--- src/rtl/fetch_pkg.sv ---
// Shared types and default parameters for the instruction-fetch slice.
package fetch_pkg;

  localparam int unsigned FETCH_ADDR_W   = 7;
  localparam int unsigned FETCH_INSTR_W  = 8;
  localparam logic [6:0]  FETCH_RESET_PC = 7'h00;
  localparam logic [7:0]  FETCH_HALT_OP  = 8'hFF;

  typedef enum logic [1:0] {
    ST_IDLE,
    ST_FETCH,
    ST_HALTED
  } fetch_state_e;

endpackage

--- src/rtl/fetch_fifo.sv ---
// Two-entry in-order buffer between the ROM and decode.
// Entry 0 is always the head; it keeps its contents when the buffer empties
// so the head outputs hold their last value.
module fetch_fifo #(
  parameter int unsigned W = 15
) (
  input  logic         clk_i,
  input  logic         rst_n_i,
  input  logic         push_i,
  input  logic         pop_i,
  input  logic         flush_i,
  input  logic [W-1:0] data_i,
  output logic [W-1:0] data_o,
  output logic         valid_o,
  output logic         full_o
);

  logic [W-1:0] entry0;
  logic [W-1:0] entry1;
  logic [1:0]   count;

  // Shift-register style storage: pops move entry 1 into the head slot.
  always_ff @(posedge clk_i) begin
    if (!rst_n_i) begin
      entry0 <= '0;
      entry1 <= '0;
      count  <= '0;
    end else if (flush_i) begin
      count <= '0;
    end else begin
      case (count)
        2'd0: begin
          if (push_i) begin
            entry0 <= data_i;
            count  <= 2'd1;
          end
        end
        2'd1: begin
          if (pop_i && push_i) begin
            entry0 <= data_i;
          end else if (pop_i) begin
            count <= 2'd0;
          end else if (push_i) begin
            entry1 <= data_i;
            count  <= 2'd2;
          end
        end
        default: begin
          if (pop_i) begin
            entry0 <= entry1;
            if (push_i) begin
              entry1 <= data_i;
            end else begin
              count <= 2'd1;
            end
          end
        end
      endcase
    end
  end

  assign data_o  = entry0;
  assign valid_o = (count != 2'd0);
  assign full_o  = (count == 2'd2);

endmodule

--- src/rtl/fetch_ctrl.sv ---
// Instruction-fetch sequencer: PC register, fetch FSM and buffer control.
module fetch_ctrl
  import fetch_pkg::*;
#(
  parameter int unsigned        ADDR_W   = FETCH_ADDR_W,
  parameter int unsigned        INSTR_W  = FETCH_INSTR_W,
  parameter logic [ADDR_W-1:0]  RESET_PC = FETCH_RESET_PC,
  parameter logic [INSTR_W-1:0] HALT_OP  = FETCH_HALT_OP
) (
  input  logic               clk_i,
  input  logic               rst_n_i,
  input  logic               start_i,
  output logic [ADDR_W-1:0]  rom_addr_o,
  input  logic [INSTR_W-1:0] rom_data_i,
  output logic [INSTR_W-1:0] instr_o,
  output logic [ADDR_W-1:0]  instr_pc_o,
  output logic               instr_valid_o,
  input  logic               instr_ready_i,
  input  logic               redirect_i,
  input  logic [ADDR_W-1:0]  redirect_pc_i,
  output logic               halted_o,
  output logic               busy_o
);

  localparam int unsigned ENTRY_W = ADDR_W + INSTR_W;

  fetch_state_e        state;
  fetch_state_e        state_next;
  logic [ADDR_W-1:0]   pc;
  logic                push;
  logic                flush;
  logic                transfer;
  logic                buf_full;
  logic                buf_valid;
  logic [ENTRY_W-1:0]  buf_head;

  assign transfer = buf_valid && instr_ready_i;

  // State register.
  always_ff @(posedge clk_i) begin
    if (!rst_n_i) begin
      state <= ST_IDLE;
    end else begin
      state <= state_next;
    end
  end

  // Next-state, push/flush decisions and status outputs; redirect overrides everything.
  always_comb begin
    state_next = state;
    push       = 1'b0;
    flush      = 1'b0;
    if (redirect_i) begin
      state_next = ST_FETCH;
      flush      = 1'b1;
    end else begin
      case (state)
        ST_IDLE: begin
          if (start_i) begin
            state_next = ST_FETCH;
          end
        end
        ST_FETCH: begin
          if (!buf_full || transfer) begin
            push = 1'b1;
            if (rom_data_i == HALT_OP) begin
              state_next = ST_HALTED;
            end
          end
        end
        default: begin
        end
      endcase
    end
    busy_o   = (state == ST_FETCH);
    halted_o = (state == ST_HALTED);
  end

  // Program counter: advances on each push except past a HALT word.
  always_ff @(posedge clk_i) begin
    if (!rst_n_i) begin
      pc <= RESET_PC;
    end else if (redirect_i) begin
      pc <= redirect_pc_i;
    end else if (push && (rom_data_i != HALT_OP)) begin
      pc <= pc + ADDR_W'(1);
    end
  end

  fetch_fifo #(
    .W (ENTRY_W)
  ) u_fifo (
    .clk_i   (clk_i),
    .rst_n_i (rst_n_i),
    .push_i  (push),
    .pop_i   (transfer),
    .flush_i (flush),
    .data_i  ({pc, rom_data_i}),
    .data_o  (buf_head),
    .valid_o (buf_valid),
    .full_o  (buf_full)
  );

  assign rom_addr_o    = pc;
  assign instr_o       = buf_head[INSTR_W-1:0];
  assign instr_pc_o    = buf_head[ENTRY_W-1:INSTR_W];
  assign instr_valid_o = buf_valid;

endmodule

--- config.mk ---
export PLATFORM = sky130hd
export DESIGN_NAME = fetch_ctrl
export DESIGN_NICKNAME = d
export VERILOG_FILES = /design/src/rtl/fetch_pkg.sv /design/src/rtl/fetch_fifo.sv /design/src/rtl/fetch_ctrl.sv
export SDC_FILE = /design/constraint.sdc
export NUM_CORES = 1
export LEC_CHECK = 0
export CORE_MARGIN = 3
export CORE_UTILIZATION = 35
export CTS_CLUSTER_SIZE = 12
export DETAILED_ROUTE_END_ITERATION = 16
export GPL_TIMING_DRIVEN = 0
export PLACE_DENSITY = 0.65
export SETUP_SLACK_MARGIN = 0.4
export SLEW_MARGIN = 20
export SYNTH_ARGS = -nofsm -noshare
export SYNTH_HDL_FRONTEND = slang
export SYNTH_HIERARCHICAL = 1
export SYNTH_SLANG_ARGS = --single-unit
--- constraint.sdc ---
create_clock -name clk_i -period 5.78 [get_ports clk_i]
set_clock_uncertainty 0.05 [all_clocks]
set_input_delay 0.578 -clock clk_i [delete_from_list [all_inputs] [get_ports clk_i]]
set_output_delay 0.578 -clock clk_i [all_outputs]
set_load 0.05 [all_outputs]
==> impl_table.tex <==
\begin{tabular}{lr}
\hline
Metric & Value \\
\hline
\multicolumn{2}{l}{\textbf{Outcome}} \\
Status & completed \\
\multicolumn{2}{l}{\textbf{Synth}} \\
Sequential area share after synthesis & about 38\% \\
Synthesis-stage register bit count & just over 40 \\
Asr flop ratio synth & 0\% \\
Syn. warnings & 6 \\
Number of instances in the synthesized netlist & approximately 230 \\
Synth Area per Inst & roughly 9.4 um2 \\
Combined area of all synthesized cells & 2180 um2 \\
Number of synthesized flops with an enable pin & 0 \\
Syn\_nets & about 250 \\
Count of cell types in the netlist & 48 \\
Flip-flop cell with the highest count after synthesis & sky130\_fd\_sc\_hd\_\_dfxtp\_1 \\
\multicolumn{2}{l}{\textbf{Worst setup path}} \\
Data required, critical path & roughly 5.9 ns \\
Worst endpoint data arrival time & just under 3 ns \\
Startpoint type of the worst setup path & flip-flop \\
Start of the worst register-to-register path & u\_fifo/count[1]\$\_SDFFE\_PP0P\_ \\
Critical path fanouts, max & 10 \\
Critical path launch point & u\_fifo/count[1]\$\_SDFFE\_PP0P\_ \\
Worst setup path category & flip-flop to flip-flop \\
Endpoint kind of the worst setup timing path & flip-flop \\
\multicolumn{2}{l}{\textbf{Drt}} \\
Number of vias in the routed layout & 1799 \\
DRC violation total after the first TritonRoute iteration & about 120 \\
Number of vias per cell & roughly 5 \\
Post-route DRC & 0 \\
Final routed wirelength across all metal layers & 5080 um \\
Number of nets with antenna violations after routing & 0 \\
Length of the first detailed-routing pass in iterations & 4 \\
Mean routed wirelength per cell & 14.3 um \\
\multicolumn{2}{l}{\textbf{Job}} \\
Count of max-cap constraint violations & 0 \\
\multicolumn{2}{l}{\textbf{Clock tree}} \\
Library cell used as clock root buffer & sky130\_fd\_sc\_hd\_\_clkbuf\_8 \\
Clock network latency to the later pin of the worst-skew pair & between 0.2 and 0.3 ns \\
Number of post-CTS setup repair buffers & 0 \\
Count of cells resized by post-cts repair & 0 \\
Clock tree from TritonCTS & built \\
Maximum clock path buffer count & 2 \\
Clock Pin Slew Worst Setup and Hold Paths & approximately 0.080 ns \\
CTS sink count & 41 \\
Number of buffers inserted during clock tree synthesis & 5 \\
Count of hold buffers inserted by post-cts repair & 0 \\
H-tree levels & 2 \\
\multicolumn{2}{l}{\textbf{Placed design}} \\
Detail Placement HPWL & 3730 um \\
Routability congestion estimate & between 0.8 and 0.9 \\
Port buffer count & between 40 and 50 \\
DP Area & about 2700 um2 \\
\multicolumn{2}{l}{\textbf{Layout}} \\
Final net count & $\sim$310 \\
Number of filler instances in the final layout & roughly 570 \\
Share of layout cells above drive strength 1 & 8.90\% \\
Diode count & 0 \\
Combined area of the multi-input logic cells & approximately 1200 um2 \\
Total non-filler cell area in the finished layout & approximately 2800 um2 \\
Register area & slightly above 800 um2 \\
Area overhead of the layout relative to synthesis & 27.9\% \\
Post-Route Utilization & 46.5\% \\
\multicolumn{2}{l}{\textbf{GRT}} \\
Wire length of the first global-routing pass & approximately 8500 um \\
Number of global-route vias before repair & 1729 \\
Pin count of the biggest net entering global routing & 12 \\
Aggregate global-route resource usage & between 10\% and 20\% \\
Antenna violations before repair & 0 \\
Grt total ovfl & 0 \\
\multicolumn{2}{l}{\textbf{Timing}} \\
Total negative slack & 0 ns \\
Fin. Hold Viols & 0 \\
Worst-case headroom to the max-slew limit & 63.8\% \\
Final critical-path required period & 2.78 ns \\
Peak Freq & about 360 MHz \\
Worst-margin pin slew & about 0.54 ns \\
RSZ-0062 raised after global routing & false \\
Post-route fraction of the period consumed by the critical path & 48.2\% \\
Setup violation total in the final timing report & 0 \\
Count of pins over their slew limit & 0 \\
\multicolumn{2}{l}{\textbf{Worst hold path}} \\
Worst min path class & flip-flop to flip-flop \\
Critical hold path startpoint & u\_fifo/data\_o[14]\$\_SDFFE\_PN0P\_ \\
\multicolumn{2}{l}{\textbf{Pwr}} \\
Max VDD drop & 73.3 uV \\
Leak & between 1 and 1.5 nW \\
Cell area power density & about 200 nW/um2 \\
\multicolumn{2}{l}{\textbf{Floorplanning}} \\
Area enclosed by the die boundary & about 7200 um2 \\
Placeable Area & roughly 6000 um2 \\
Cell row count & 28 \\
Height of the chip & between 80 and 90 um \\
Starting density of the core & 36.4\% \\
Total I/O pin count & 45 \\
Horizontal extent of the die & about 85 um \\
\hline
\end{tabular}
## metrics by stage
step | instances | total power (W) | worst slack (ns) | hold slack [ns]
6_report | 356 | 0.000568 | 3.00 | 0.410
5_1_grt | 356 | 0.000592 | 2.76 | 0.435
4_1_cts | 356 | 0.000575 | 2.94 | 0.416
3_5_place_dp | 350 | 0.000402 | 2.96 | 0.403
3_3_place_gp | 350 | 0.000401 | 3.01 | 0.396
2_1_floorplan | 231 | 0.000363 | 3.45 | 0.427
## flip-flops by register name, indices dropped and copies added, names as in the netlist
signal         cells
state              2
rom_addr_o         7
u_fifo/entry1     15
u_fifo/count       2
u_fifo/data_o     15
## cell families (layout without fill, tap and decap cells)
kind of cell,after synthesis,in the layout,synth area share [%]
AND/OR/NAND/NOR,83,83,21.5
AO/OA/AOI/OAI,51,51,18.6
adder cells (fa/ha/maj),3,3,1.72
multiplexers,31,31,14.2
flip-flops,41,41,37.7
buffers and inverters,22,72,6.20
## where the power goes
part	internal, W	switching [W]	leakage, nW
logic	0.0000416	0.0000558	0.762
registers	0.000289	0.00000846	0.333
clock network	0.0000795	0.0000937	0.0399
## critical path: stages (launching register included)
cell and delay, ns:
sky130_fd_sc_hd__dfxtp_1 0.42, sky130_fd_sc_hd__buf_6 0.17, sky130_fd_sc_hd__buf_2 0.22, sky130_fd_sc_hd__buf_2 0.28, sky130_fd_sc_hd__and2b_1 0.15, sky130_fd_sc_hd__a21bo_2 0.24
sky130_fd_sc_hd__nand2_2 0.14, sky130_fd_sc_hd__inv_2 0.09, sky130_fd_sc_hd__buf_2 0.19, sky130_fd_sc_hd__a31oi_4 0.36, sky130_fd_sc_hd__buf_12 0.20, sky130_fd_sc_hd__mux2i_1 0.19
## synthesized netlist by cell type, types with 4 or more instances
| library cell | count | area, um2 |
|---|---|---|
| sky130_fd_sc_hd__dfxtp_1 | 41 | 821 |
| sky130_fd_sc_hd__mux2i_1 | 31 | 310 |
| sky130_fd_sc_hd__nand2_1 | 19 | 71.3 |
| sky130_fd_sc_hd__nor2b_1 | 19 | 119 |
| sky130_fd_sc_hd__o211ai_1 | 17 | 128 |
| sky130_fd_sc_hd__nand2b_1 | 15 | 93.8 |
| sky130_fd_sc_hd__clkbuf_1 | 7 | 26.3 |
| sky130_fd_sc_hd__o21ai_0 | 7 | 35.0 |
| sky130_fd_sc_hd__inv_1 | 6 | 22.5 |
| sky130_fd_sc_hd__nand3_1 | 6 | 30.0 |
| sky130_fd_sc_hd__nor2_1 | 6 | 22.5 |
| sky130_fd_sc_hd__a211oi_1 | 5 | 37.5 |
| sky130_fd_sc_hd__buf_2 | 4 | 20.0 |
## path summary, 6_finish.rpt
kind	to	slack [ns]	depth (start not counted)
worst max-delay path	u_fifo/data_o[4]$_SDFFE_PN0P_	3.00	11
worst max register to register	u_fifo/data_o[4]$_SDFFE_PN0P_	3.00	11
worst min register to register	u_fifo/data_o[14]$_SDFFE_PN0P_	0.41	2
worst min-delay path	u_fifo/data_o[14]$_SDFFE_PN0P_	0.41	2
## cell type report
cell class	count	share of cell area, %
multi-input combinational	168	43.9
sequential	41	29.5
timing repair buffer	44	15.8
buffer	15	3.91
tap	75	3.37
clock buffer	5	2.47
inverter	7	0.943
clock inverter	1	0.180
## layout by cell type, fill, tap and decap left out, types with 3 or more instances in the layout
cell type / count
sky130_fd_sc_hd__nand2_1: 19
sky130_fd_sc_hd__dfxtp_1: 41
sky130_fd_sc_hd__a211oi_1: 5
sky130_fd_sc_hd__buf_2: 4
sky130_fd_sc_hd__nand3_1: 6
sky130_fd_sc_hd__o21ai_0: 7
sky130_fd_sc_hd__inv_1: 6
sky130_fd_sc_hd__clkdlybuf4s50_1: 44
sky130_fd_sc_hd__nor2b_1: 19
sky130_fd_sc_hd__mux2i_1: 31
sky130_fd_sc_hd__ha_1: 3
sky130_fd_sc_hd__clkbuf_8: 5
sky130_fd_sc_hd__nor2_1: 6
sky130_fd_sc_hd__nand2b_1: 15
sky130_fd_sc_hd__o211ai_1: 17
sky130_fd_sc_hd__clkbuf_1: 7
sky130_fd_sc_hd__a21oi_1: 3
## metal layers
layer,routed length (um),track usage [%],up-vias
met4,42,3.45,0
li1,-,-,924
met5,0,0,-
met1,2580,20.5,822
met3,221,3.11,4
met2,2230,22.6,49
Note: power is estimated with default switching activity, not from simulation.
